## config.mk

```make
export PLATFORM = sky130hd
export DESIGN_NAME = rf_wb_arbiter
export DESIGN_NICKNAME = d
export VERILOG_FILES = /design/src/rtl/rf_wb_pkg.sv /design/src/rtl/rf_wb_arbiter_rr.sv /design/src/rtl/rf_wb_arbiter.sv
export SDC_FILE = /design/constraint.sdc
export NUM_CORES = 1
export LEC_CHECK = 0
export BUFFER_PORTS_ARGS = -buffer_cell sky130_fd_sc_hd__buf_2
export CORE_UTILIZATION = 50
export CTS_BUF_LIST = sky130_fd_sc_hd__clkbuf_4 sky130_fd_sc_hd__clkbuf_8
export DETAILED_ROUTE_END_ITERATION = 6
export GPL_TIMING_DRIVEN = 0
export PLACE_DENSITY = 0.84
export SYNTH_ARGS = -nofsm -noshare
export SYNTH_HDL_FRONTEND = slang
export SYNTH_SLANG_ARGS = --single-unit
```

## constraint.sdc

```tcl
create_clock -name clk -period 6.1 [get_ports clk]
set_input_delay 1.22 -clock clk [delete_from_list [all_inputs] [get_ports clk]]
set_output_delay 1.22 -clock clk [all_outputs]
set_load 0.1 [all_outputs]
```

## src/rtl/rf_wb_pkg.sv

```systemverilog
// Shared types for the regfile writeback arbiter: index width, halt FSM states,
// and the writeback request record.
package rf_wb_pkg;

    localparam int unsigned REG_IDX_W    = 5;
    localparam int unsigned XLEN_DEFAULT = 32;

    typedef enum logic [1:0] {
        RUN,
        DRAIN,
        DONE
    } state_e;

    typedef struct packed {
        logic [REG_IDX_W-1:0]    rd_num;
        logic [XLEN_DEFAULT-1:0] rd_data;
    } wb_req_t;

endpackage

```

## src/rtl/rf_wb_arbiter_rr.sv

```systemverilog
// Combinational round-robin arbiter: the first asserted request at or above ptr
// (modulo NREQ) is granted.
module rr_arbiter #(
    parameter int unsigned NREQ  = 3,
    parameter int unsigned PTR_W = (NREQ > 1) ? $clog2(NREQ) : 1
) (
    input  logic [NREQ-1:0]  req,
    input  logic [PTR_W-1:0] ptr,
    output logic [NREQ-1:0]  gnt
);

    always_comb begin
        logic        w_found;
        int unsigned w_idx;
        gnt     = '0;
        w_found = 1'b0;
        w_idx   = 0;
        for (int unsigned k = 0; k < NREQ; k++) begin
            w_idx = (32'(ptr) + k) % NREQ;
            if (!w_found && req[w_idx]) begin
                gnt[w_idx] = 1'b1;
                w_found    = 1'b1;
            end
        end
    end

endmodule

```

## src/rtl/rf_wb_arbiter.sv

```systemverilog
// Round-robin sharing of the regfile write port with a registered write stage and
// halt drain sequencing. Optional counters are built when RF_WB_STATS_EN is defined.
module rf_wb_arbiter
    import rf_wb_pkg::*;
#(
    parameter int unsigned XLEN = 32,
    parameter int unsigned NREQ = 3
) (
    input  logic                      clk,
    input  logic                      rst_b,
    input  logic [NREQ-1:0]           req_valid,
    input  logic [NREQ*REG_IDX_W-1:0] req_rd_num,
    input  logic [NREQ*XLEN-1:0]      req_rd_data,
    output logic [NREQ-1:0]           req_ready,
    input  logic                      halt_req,
    output logic                      rd_we,
    output logic [REG_IDX_W-1:0]      rd_num,
    output logic [XLEN-1:0]           rd_data,
    output logic                      halted,
    output logic                      can_print
`ifdef RF_WB_STATS_EN
    ,
    output logic [NREQ*32-1:0]        stat_grant,
    output logic [31:0]               stat_conflict
`endif
);

    localparam int unsigned PTR_W = (NREQ > 1) ? $clog2(NREQ) : 1;

    state_e                 r_state;
    state_e                 w_state_next;
    logic [PTR_W-1:0]       r_ptr;
    logic [PTR_W-1:0]       w_ptr_next;
    logic [PTR_W-1:0]       w_gnt_idx;
    logic [NREQ-1:0]        w_gnt;
    logic                   w_xfer;
    logic [REG_IDX_W-1:0]   w_sel_num;
    logic [XLEN-1:0]        w_sel_data;
    logic                   r_rd_we;
    logic [REG_IDX_W-1:0]   r_rd_num;
    logic [XLEN-1:0]        r_rd_data;

    rr_arbiter #(
        .NREQ  (NREQ),
        .PTR_W (PTR_W)
    ) u_rr (
        .req (req_valid),
        .ptr (r_ptr),
        .gnt (w_gnt)
    );

    assign req_ready = (r_state == DONE) ? '0 : w_gnt;

    always_comb begin
        w_xfer     = |req_ready;
        w_gnt_idx  = '0;
        w_sel_num  = '0;
        w_sel_data = '0;
        for (int unsigned i = 0; i < NREQ; i++) begin
            if (req_ready[i]) begin
                w_gnt_idx  = PTR_W'(i);
                w_sel_num  = req_rd_num[i*REG_IDX_W +: REG_IDX_W];
                w_sel_data = req_rd_data[i*XLEN +: XLEN];
            end
        end
        w_ptr_next = (w_gnt_idx == PTR_W'(NREQ - 1)) ? '0 : w_gnt_idx + 1'b1;
    end

    always_comb begin
        w_state_next = r_state;
        unique case (r_state)
            RUN:     if (halt_req) w_state_next = DRAIN;
            // Drain completes once no requester is waiting and nothing is in flight.
            DRAIN:   if (req_valid == '0 && !r_rd_we) w_state_next = DONE;
            DONE:    w_state_next = DONE;
            default: w_state_next = RUN;
        endcase
    end

    always_ff @(posedge clk or negedge rst_b) begin
        if (!rst_b) begin
            r_state   <= RUN;
            r_ptr     <= '0;
            r_rd_we   <= 1'b0;
            r_rd_num  <= '0;
            r_rd_data <= '0;
        end else begin
            r_state <= w_state_next;
            if (w_xfer) begin
                r_ptr     <= w_ptr_next;
                r_rd_we   <= (w_sel_num != '0);
                r_rd_num  <= w_sel_num;
                r_rd_data <= w_sel_data;
            end else begin
                r_rd_we <= 1'b0;
            end
        end
    end

    assign rd_we     = r_rd_we;
    assign rd_num    = r_rd_num;
    assign rd_data   = r_rd_data;
    assign halted    = (r_state == DONE);
    assign can_print = (r_state == DONE);

`ifdef RF_WB_STATS_EN
    logic [NREQ*32-1:0] r_stat_grant;
    logic [31:0]        r_stat_conflict;
    logic               w_conflict;

    always_comb begin
        int unsigned w_nvalid;
        w_nvalid = 0;
        for (int unsigned i = 0; i < NREQ; i++) begin
            w_nvalid = w_nvalid + 32'(req_valid[i]);
        end
        w_conflict = (w_nvalid >= 2) && (r_state != DONE);
    end

    always_ff @(posedge clk or negedge rst_b) begin
        if (!rst_b) begin
            r_stat_grant    <= '0;
            r_stat_conflict <= '0;
        end else begin
            for (int unsigned i = 0; i < NREQ; i++) begin
                if (req_ready[i]) begin
                    r_stat_grant[i*32 +: 32] <= r_stat_grant[i*32 +: 32] + 32'd1;
                end
            end
            if (w_conflict) begin
                r_stat_conflict <= r_stat_conflict + 32'd1;
            end
            if (r_state != DONE && w_state_next == DONE) begin
                for (int unsigned i = 0; i < NREQ; i++) begin
                    $display("rf_wb_arbiter stats: grant[%0d]=%0d", i, r_stat_grant[i*32 +: 32]);
                end
                $display("rf_wb_arbiter stats: conflict=%0d", r_stat_conflict);
            end
        end
    end

    assign stat_grant    = r_stat_grant;
    assign stat_conflict = r_stat_conflict;
`endif

endmodule

```

==> results of run 1 <==
## per-layer routing
metal,global-route usage,wire length [um]
met1,0.391,4590
met2,0.525,5520
met3,0.0400,925
met4,0.121,396
met5,0,0
## registers in the layout (all words and copies together), names as in the netlist
name	flops
rd_data	32
rd_num	5
r_ptr	2
r_state	2
rd_we	1
## cells in the final DEF (no fill, tap or decap), types with 8 or more instances in the layout
master,count
nor2b_1,67
clkbuf_1,36
o21ai_0,39
mux2_1,29
a21oi_1,8
buf_2,164
dfrtp_1,42
clkbuf_8,8
nand4_1,101
nand2_1,35
## cell families (layout without fill, tap and decap cells)
| logic type | after synthesis | in the layout |
|---|---|---|
| buffers and inverters | 55 | 221 |
| DFF | 42 | 42 |
| and+or+nand+nor | 222 | 222 |
| adders and majority gates | 7 | 7 |
| muxes | 36 | 36 |
| AOI/OAI and AO/OA | 72 | 72 |
## worst paths after layout
kind,startpoint,end,slack (ns),cells past startpoint
max reg2reg,r_ptr[0]$_DFFE_PN0P_,rd_data[5]$_DFFE_PN0P_,3.03,10
min in group asynchronous,rst_b,rd_data[30]$_DFFE_PN0P_,1.08,1
min reg2reg,rd_data[22]$_DFFE_PN0P_,rd_data[22]$_DFFE_PN0P_,0.49,1
min,rd_data[22]$_DFFE_PN0P_,rd_data[22]$_DFFE_PN0P_,0.49,1
max in group asynchronous,rst_b,rd_data[25]$_DFFE_PN0P_,4.40,1
max,req_valid[2],req_ready[2],1.68,8
## per-stage QoR
stage	cell area [um2]	cells	worst slack [ns]	utilization	hold WS, ns
3_5_place_dp	4470	688	1.73	0.654	0.469
5_1_grt	4580	696	1.62	0.670	0.505
2_1_floorplan	3560	434	1.07	-	0.506
3_3_place_gp	4470	688	1.79	0.654	0.462
4_1_cts	4580	696	1.73	0.670	0.488
6_report	4580	696	1.68	0.670	0.486
## worst max-delay path, cell delays in order
cell and delay (ns):
buf_2 0.15, nor4b_1 0.33, a32o_1 0.22, o21a_1 0.22, clkbuf_1 0.36, nor2_1 0.14, nor2_1 0.12, buf_2 0.43
## final cells by class
class,instances,area (um2),area share
Buffer,49,210,0.0459
Clock buffer,8,110,0.0241
Inverter,6,22.5,0.00492
Multi-Input combinational cell,337,2270,0.497
Tap cell,96,120,0.0262
Timing Repair Buffer,158,791,0.173
Sequential cell,42,1050,0.230
==> results.tsv, run 1 <==
metric	value	unit
# hold bufs at CTS	0	
Post-layout nets	723	
ys flop type	dfrtp_1	
unrepaired setup endpoints after global routing	no	
CTS tree	built	
Synth Area in XOR/XNOR	0	
register area share after synthesis	0.295	
Post-CTS Setup Inserts	0	
critical path endpoint category	output pin	
Worst-Margin Slew	0.997	ns
flop and latch count out of synthesis	42	
clock skew	0.00367	ns
Die H	86.3	um
synth top area cells	dfrtp_1, nand4_1, nor2b_1, mux2_1, o21ai_0	
via count	4205	
vias in the first global route	3930	
Slew Viols, Final	0	
max frequency	0.226	GHz
Filler Cells Inserted	588	
EDFF count, synth	0	
GRT Resource Usage Total	0.306	
chip width	86.3	um
# DRC	0	
drt first pass iters	5	
cell with the most instances after synthesis	nand4_1	
Syn Nets	558	
Synth Instances	434	
Syn-to-layout area delta	28.7	%
post-synthesis async set-or-reset flop share	1.00	
mux cell area share after synthesis	0.113	
largest family of logic cells by synthesized area	simple AND/OR/NAND/NOR gates	
Reg clk slew, reported paths	0.08	ns
initial DRC count	293	
yosys warns	0	
outcome	completed	
post-route minimum period	4.42	ns
CTS Buffer Depth	2	
CTS resizes	0	
Max H-tree Level	2	
crit path DAT	3.20	ns
clk sinks	42	
Setup Viol. Count Final	0	
gr ovfl total	0	
DP Wirelength	8370	um
initial antenna violation count	0	
global-route wire length before repair	18200	um
port bufs	158	
DR vias/cell	6.04	
Crit Path Category	primary input to output pin	
Routed WL	11400	um
wire length per cell	16.4	um
Slew headroom	0.335	
Worst-Skew Late Latency	0.30	ns
final period utilization	0.725	
Adder-Cell Fraction of Synth Area	0.0246	
Final ANT Viol Nets	0	
CP max FO	10	
Initial Util	0.521	
Startpoint Class	primary input	
Hold WC Path Type	flip-flop to flip-flop	
maxcap violations	0	
FP Rows	30	
Mapped Area	0.00356	mm2
Cell variety after synth	42	
Synth Area in Simple Gates	0.370	
post-synth top area share	0.295	
Placer Congestion	0.875	
Synth Area in Compound Gates	0.132	
WP data required	4.88	ns
Synth Area per Inst	8.20	um2
# diodes	0	
IO Pins	160	
CTS Buf Count	5	
top cells by count, synth	nand4_1, nor2b_1, dfrtp_1	
share of layout cells above drive strength 1	0.310	
Die ar.	0.00746	mm2
Synth area leader	dfrtp_1	
Hold Vio Cnt, Final	0	
Clock Tree Root	clkbuf_8	
setup TNS	0	ns
largest net degree at the start of global routing	43	
core area	0.00683	mm2
Power of run 1 is not shown: default switching activity piles up to over one toggle a cycle in this logic, so the estimate is an artifact.
==> run 2, diff against run 1 <==
Settings changed: CORE_UTILIZATION 50 to 49, PLACE_DENSITY 0.84 to 0.83.
Clock period 6.1 ns to 4.35 ns, I/O delays scaled along.
==> results.tsv, run 2 (same netlist as run 1, synthesis figures left out) <==
metric	value	unit
Hold WC Path Type	flip-flop to flip-flop	
vias in the first global route	3856	
Startpoint Class	flip-flop	
final period utilization	0.892	
CTS Buffer Depth	2	
chip width	87.2	um
Die H	87.2	um
most frequent cells in the layout	buf_2, nand4_1, nor2b_1, dfrtp_1, o21ai_0	
post-route minimum period	3.88	ns
Layout Cells excl Fill	697	
Post-CTS Setup Inserts	0	
Setup Viol. Count Final	0	
initial antenna violation count	1	
Reg clk slew, reported paths	0.09	ns
FP Rows	30	
reg2reg setup slack	1.30	ns
IO Pins	160	
Hold Vio Cnt, Final	0	
start of the worst register-to-register path	r_ptr[0]$_DFFE_PN0P_	
initial DRC count	264	
DR vias/cell	5.85	
Final ANT Viol Nets	0	
CP max stage delay	0.43	ns
maxcap violations	0	
# hold bufs at CTS	0	
critical path endpoint category	output pin	
setup TNS	0	ns
clock skew	0.0144	ns
port bufs	158	
CTS Buf Count	5	
Syn-to-layout area delta	28.8	%
Crit Path Category	flip-flop to output pin	
CP dominant cell by count	nor2_1	
CTS tree	built	
max reg flops	32	
core area	0.00691	mm2
drt first pass iters	5	
Worst Setup SP	r_ptr[0]$_DFFE_PN0P_	
max frequency	0.258	GHz
Critical Path, Cell by Cell	inv_1 -> ha_1 -> nor4b_1 -> a32o_1 -> o21a_1 -> clkbuf_1 -> nor2_1 -> nor2_1 -> buf_2	
CP max FO	10	
Worst-Margin Slew	0.993	ns
slowest CP cell	buf_2	
global-route wire length before repair	17800	um
largest net degree at the start of global routing	43	
Routed WL	11300	um
DP Wirelength	8280	um
HP Start	rd_data[23]$_DFFE_PN0P_	
share of layout cells above drive strength 1	0.310	
wire length per cell	16.2	um
unrepaired setup endpoints after global routing	no	
Filler Cells Inserted	614	
crit path DAT	3.01	ns
CTS resizes	0	
Initial Util	0.515	
Die ar.	0.00760	mm2
Max H-tree Level	2	
CP endpoint	req_ready[2]	
GRT Resource Usage Total	0.297	
clk sinks	42	
# DRC	0	
Slew Viols, Final	0	
CP delay by family, top	buffers and inverters	
crit path buf inv count	3	
Placer Congestion	0.882	
WP data required	3.48	ns
FF-to-FF End	rd_data[19]$_DFFE_PN0P_	
outcome	completed	
DP Cell Count	688	
gr ovfl total	0	
final hold slack	0.485	ns
Clock Tree Root	clkbuf_8	
WP depth	9	
Slew headroom	0.338	
commonest non-fill, non-tap cell in the layout	buf_2	
Post-layout nets	723	
R2R depth	10	
Worst-Skew Late Latency	0.30	ns
via count	4080	
-- run 2: final cells by class --
| type | count | area, um2 | share of cell area |
|---|---|---|---|
| Tap cell | 96 | 120 | 0.0262 |
| Clock buffer | 8 | 110 | 0.0240 |
| Buffer | 49 | 210 | 0.0459 |
| Sequential cell | 42 | 1050 | 0.229 |
| Antenna cell | 1 | 2.50 | 0.000546 |
| Timing Repair Buffer | 158 | 791 | 0.173 |
| Multi-Input combinational cell | 337 | 2270 | 0.496 |
| Inverter | 6 | 22.5 | 0.00492 |
-- run 2: per-stage QoR --
step / utilization / setup WS, ns / area [um2]
floorplan: - / 0.0152 / 3560
global placement: 0.647 / 0.730 / 4470
detailed placement: 0.647 / 0.632 / 4470
CTS: 0.663 / 0.455 / 4580
global route: 0.663 / 0.219 / 4580
finish: 0.663 / 0.471 / 4580
-- run 2: worst min path at each step --
stage	slack, ns	end	cells past startpoint
after floorplan	0.51	r_state[1]$_DFFE_PN0P_	1
after global placement	0.46	rd_data[1]$_DFFE_PN0P_	1
after detailed placement	0.47	rd_data[1]$_DFFE_PN0P_	1
after CTS	0.49	rd_data[1]$_DFFE_PN0P_	1
after global routing	0.51	rd_data[4]$_DFFE_PN0P_	1
final	0.49	rd_data[23]$_DFFE_PN0P_	1
-- run 2: per-layer routing --
metal	track usage	part of all wire	wire, um
met1	0.388	0.42	4750
met2	0.499	0.48	5440
met3	0.0398	0.076	860
met4	0.119	0.021	233
met5	0	0	0
-- run 2: worst register-to-register path: stages (launching register included) --
cell	delay [ns]
dfrtp_1	0.40
inv_1	0.08
ha_1	0.39
nor2b_1	0.19
o21a_1	0.23
o31ai_2	0.36
buf_4	0.25
nor3_4	0.07
a41oi_4	0.35
buf_4	0.26
mux2_1	0.36
Power of run 2 is left out for the same reason.
==> run 3, diff against run 2 <==
Settings changed: CORE_UTILIZATION 49 to 44, PLACE_DENSITY 0.83 to 0.82, SYNTH_HIERARCHICAL set to 1.
==> results.tsv, run 3 <==
metric	value	unit
post-synth top area share	0.408	
Synth Area per Inst	9.50	um2
flop and latch count out of synthesis	42	
global-route wire length before repair	12300	um
wire length per cell	14.8	um
FF/Latch Area	0.00105	mm2
Post-CTS Setup Inserts	0	
CP endpoint	req_ready[2]	
Syn Nets	395	
WP data required	3.48	ns
post-synthesis async set-or-reset flop share	1.00	
share of layout cells above drive strength 1	0.442	
commonest non-fill, non-tap cell in the layout	buf_2	
max frequency	0.244	GHz
max reg flops	32	
# diodes	0	
drt first pass iters	4	
crit path buf inv count	4	
Filler Cells Inserted	506	
Clock Tree Root	clkbuf_8	
Synth area leader	dfrtp_1	
EDFF count, synth	0	
Met3 Wirelength	367	um
largest net degree at the start of global routing	43	
via count	2773	
most frequent cells in the layout	buf_2, nand2_1, dfrtp_1, a21o_1, a22oi_1	
unrepaired setup endpoints after global routing	no	
mux cell area share after synthesis	0.0160	
Critical Path, Cell by Cell	inv_1 -> ha_1 -> buf_2 -> and2b_2 -> o21ai_0 -> o221ai_1 -> o221ai_1 -> buf_2 -> nor2b_4 -> buf_2	
wire length on met1	3280	um
Hold WC Path Type	flip-flop to flip-flop	
Mapped Area	0.00257	mm2
top cells by count, synth	nand2_1, dfrtp_1, a21o_1	
clk sinks	42	
ys flop type	dfrtp_1	
critical path endpoint category	output pin	
Die ar.	0.00616	mm2
outcome	completed	
footprint of the multi-input gates	0.00137	mm2
CTS Buffer Depth	2	
GRT Resource Usage Total	0.253	
initial DRC count	132	
Startpoint Class	flip-flop	
Max H-tree Level	2	
Cell variety after synth	42	
uppermost layer routed	met4	
crit path DAT	3.22	ns
clock skew	0.00832	ns
CP max FO	10	
Reg clk slew, reported paths	0.07	ns
core area	0.00557	mm2
CP max stage delay	0.50	ns
FP Rows	27	
post-route minimum period	4.09	ns
Worst Setup SP	r_ptr[1]$_DFFE_PN0P_	
setup TNS	0	ns
Synth Instances	271	
port bufs	159	
DR vias/cell	5.45	
Worst-Skew Late Latency	0.29	ns
Routed WL	7560	um
yosys warns	6	
Slew headroom	0.388	
Placer Congestion	0.823	
CTS Buf Count	5	
DP Wirelength	5860	um
Post-layout nets	561	
Worst-Margin Slew	0.918	ns
Hold Vio Cnt, Final	0	
Die H	78.5	um
Initial Util	0.462	
metal2 WL	3880	um
Synth Area in Simple Gates	0.133	
synth top area cells	dfrtp_1, a21o_1, a22oi_1, a211oi_1, nand2_1	
Setup Viol. Count Final	0	
CP delay by family, top	buffers and inverters	
# DRC	0	
cell with the most instances after synthesis	nand2_1	
IO Pins	160	
CTS resizes	0	
slowest CP cell	o221ai_1	
WP depth	10	
register area share after synthesis	0.408	
Synth Area in XOR/XNOR	0	
start of the worst register-to-register path	r_ptr[1]$_DFFE_PN0P_	
chip width	78.5	um
maxcap violations	0	
CTS tree	built	
R2R depth	11	
Synth Area in Compound Gates	0.351	
largest family of logic cells by synthesized area	compound AO/OA/AOI/OAI gates	
FF-to-FF End	rd_we$_DFF_PN0_	
Final ANT Viol Nets	0	
gr ovfl total	0	
reg2reg setup slack	1.22	ns
initial antenna violation count	0	
CP dominant cell by count	buf_2	
# hold bufs at CTS	0	
Crit Path Category	flip-flop to output pin	
final period utilization	0.941	
Syn-to-layout area delta	38.8	%
Slew Viols, Final	0	
Adder-Cell Fraction of Synth Area	0.0340	
vias in the first global route	2658	
-- run 3: final cells by class --
type	instances	area share
plain buffers	24	0.0347
clock buffers	6	0.0231
clock inverters	1	0.00841
inverters	7	0.00736
multi-input cells	198	0.384
flip-flops and latches	42	0.294
well taps	72	0.0252
repair buffers	159	0.223
-- run 3: worst min-delay path by stage --
stage                     cells after the start                    from                      to  slack (ns)
after global placement                        1  rd_data[6]$_DFFE_PN0P_  rd_data[6]$_DFFE_PN0P_        0.46
after global routing                          1  rd_data[8]$_DFFE_PN0P_  rd_data[8]$_DFFE_PN0P_        0.49
after CTS                                     2   rd_num[0]$_DFFE_PN0P_   rd_num[0]$_DFFE_PN0P_        0.48
after floorplan                               1    r_ptr[1]$_DFFE_PN0P_    r_ptr[1]$_DFFE_PN0P_        0.50
final                                         2   rd_num[0]$_DFFE_PN0P_   rd_num[0]$_DFFE_PN0P_        0.47
after detailed placement                      2   rd_num[0]$_DFFE_PN0P_   rd_num[0]$_DFFE_PN0P_        0.46
-- run 3: through the flow --
stage	setup slack (ns)	utilization	cell area (um2)	instances	hold WS [ns]
finish	0.259	0.641	3570	509	0.469
global route	0.0393	0.641	3570	509	0.485
CTS	0.254	0.641	3570	509	0.475
detailed placement	0.474	0.621	3460	502	0.457
global placement	0.510	0.621	3460	502	0.455
floorplan	0.401	-	2570	271	0.502
-- run 3: metal layers --
layer | track usage | up-vias
li1 | - | 1348
met1 | 0.318 | 1320
met2 | 0.447 | 103
met3 | 0.0488 | 2
met4 | 0.0574 | 0
met5 | 0 | -
-- run 3: worst reg2reg max path, delay by kind of cell (launching register included) --
kind	cells	cell delay, ns
DFF	1	0.40
buffers and inverters	2	0.25
AOI/OAI and AO/OA	4	1.39
adders and majority gates	1	0.18
and+or+nand+nor	4	0.80
-- run 3: logic make-up after synthesis --
kind of cell,Yosys count
AOI/OAI and AO/OA,121
adders and majority gates,7
buffers and inverters,31
DFF,42
muxes,4
and+or+nand+nor,66
Power of run 3 is left out for the same reason.
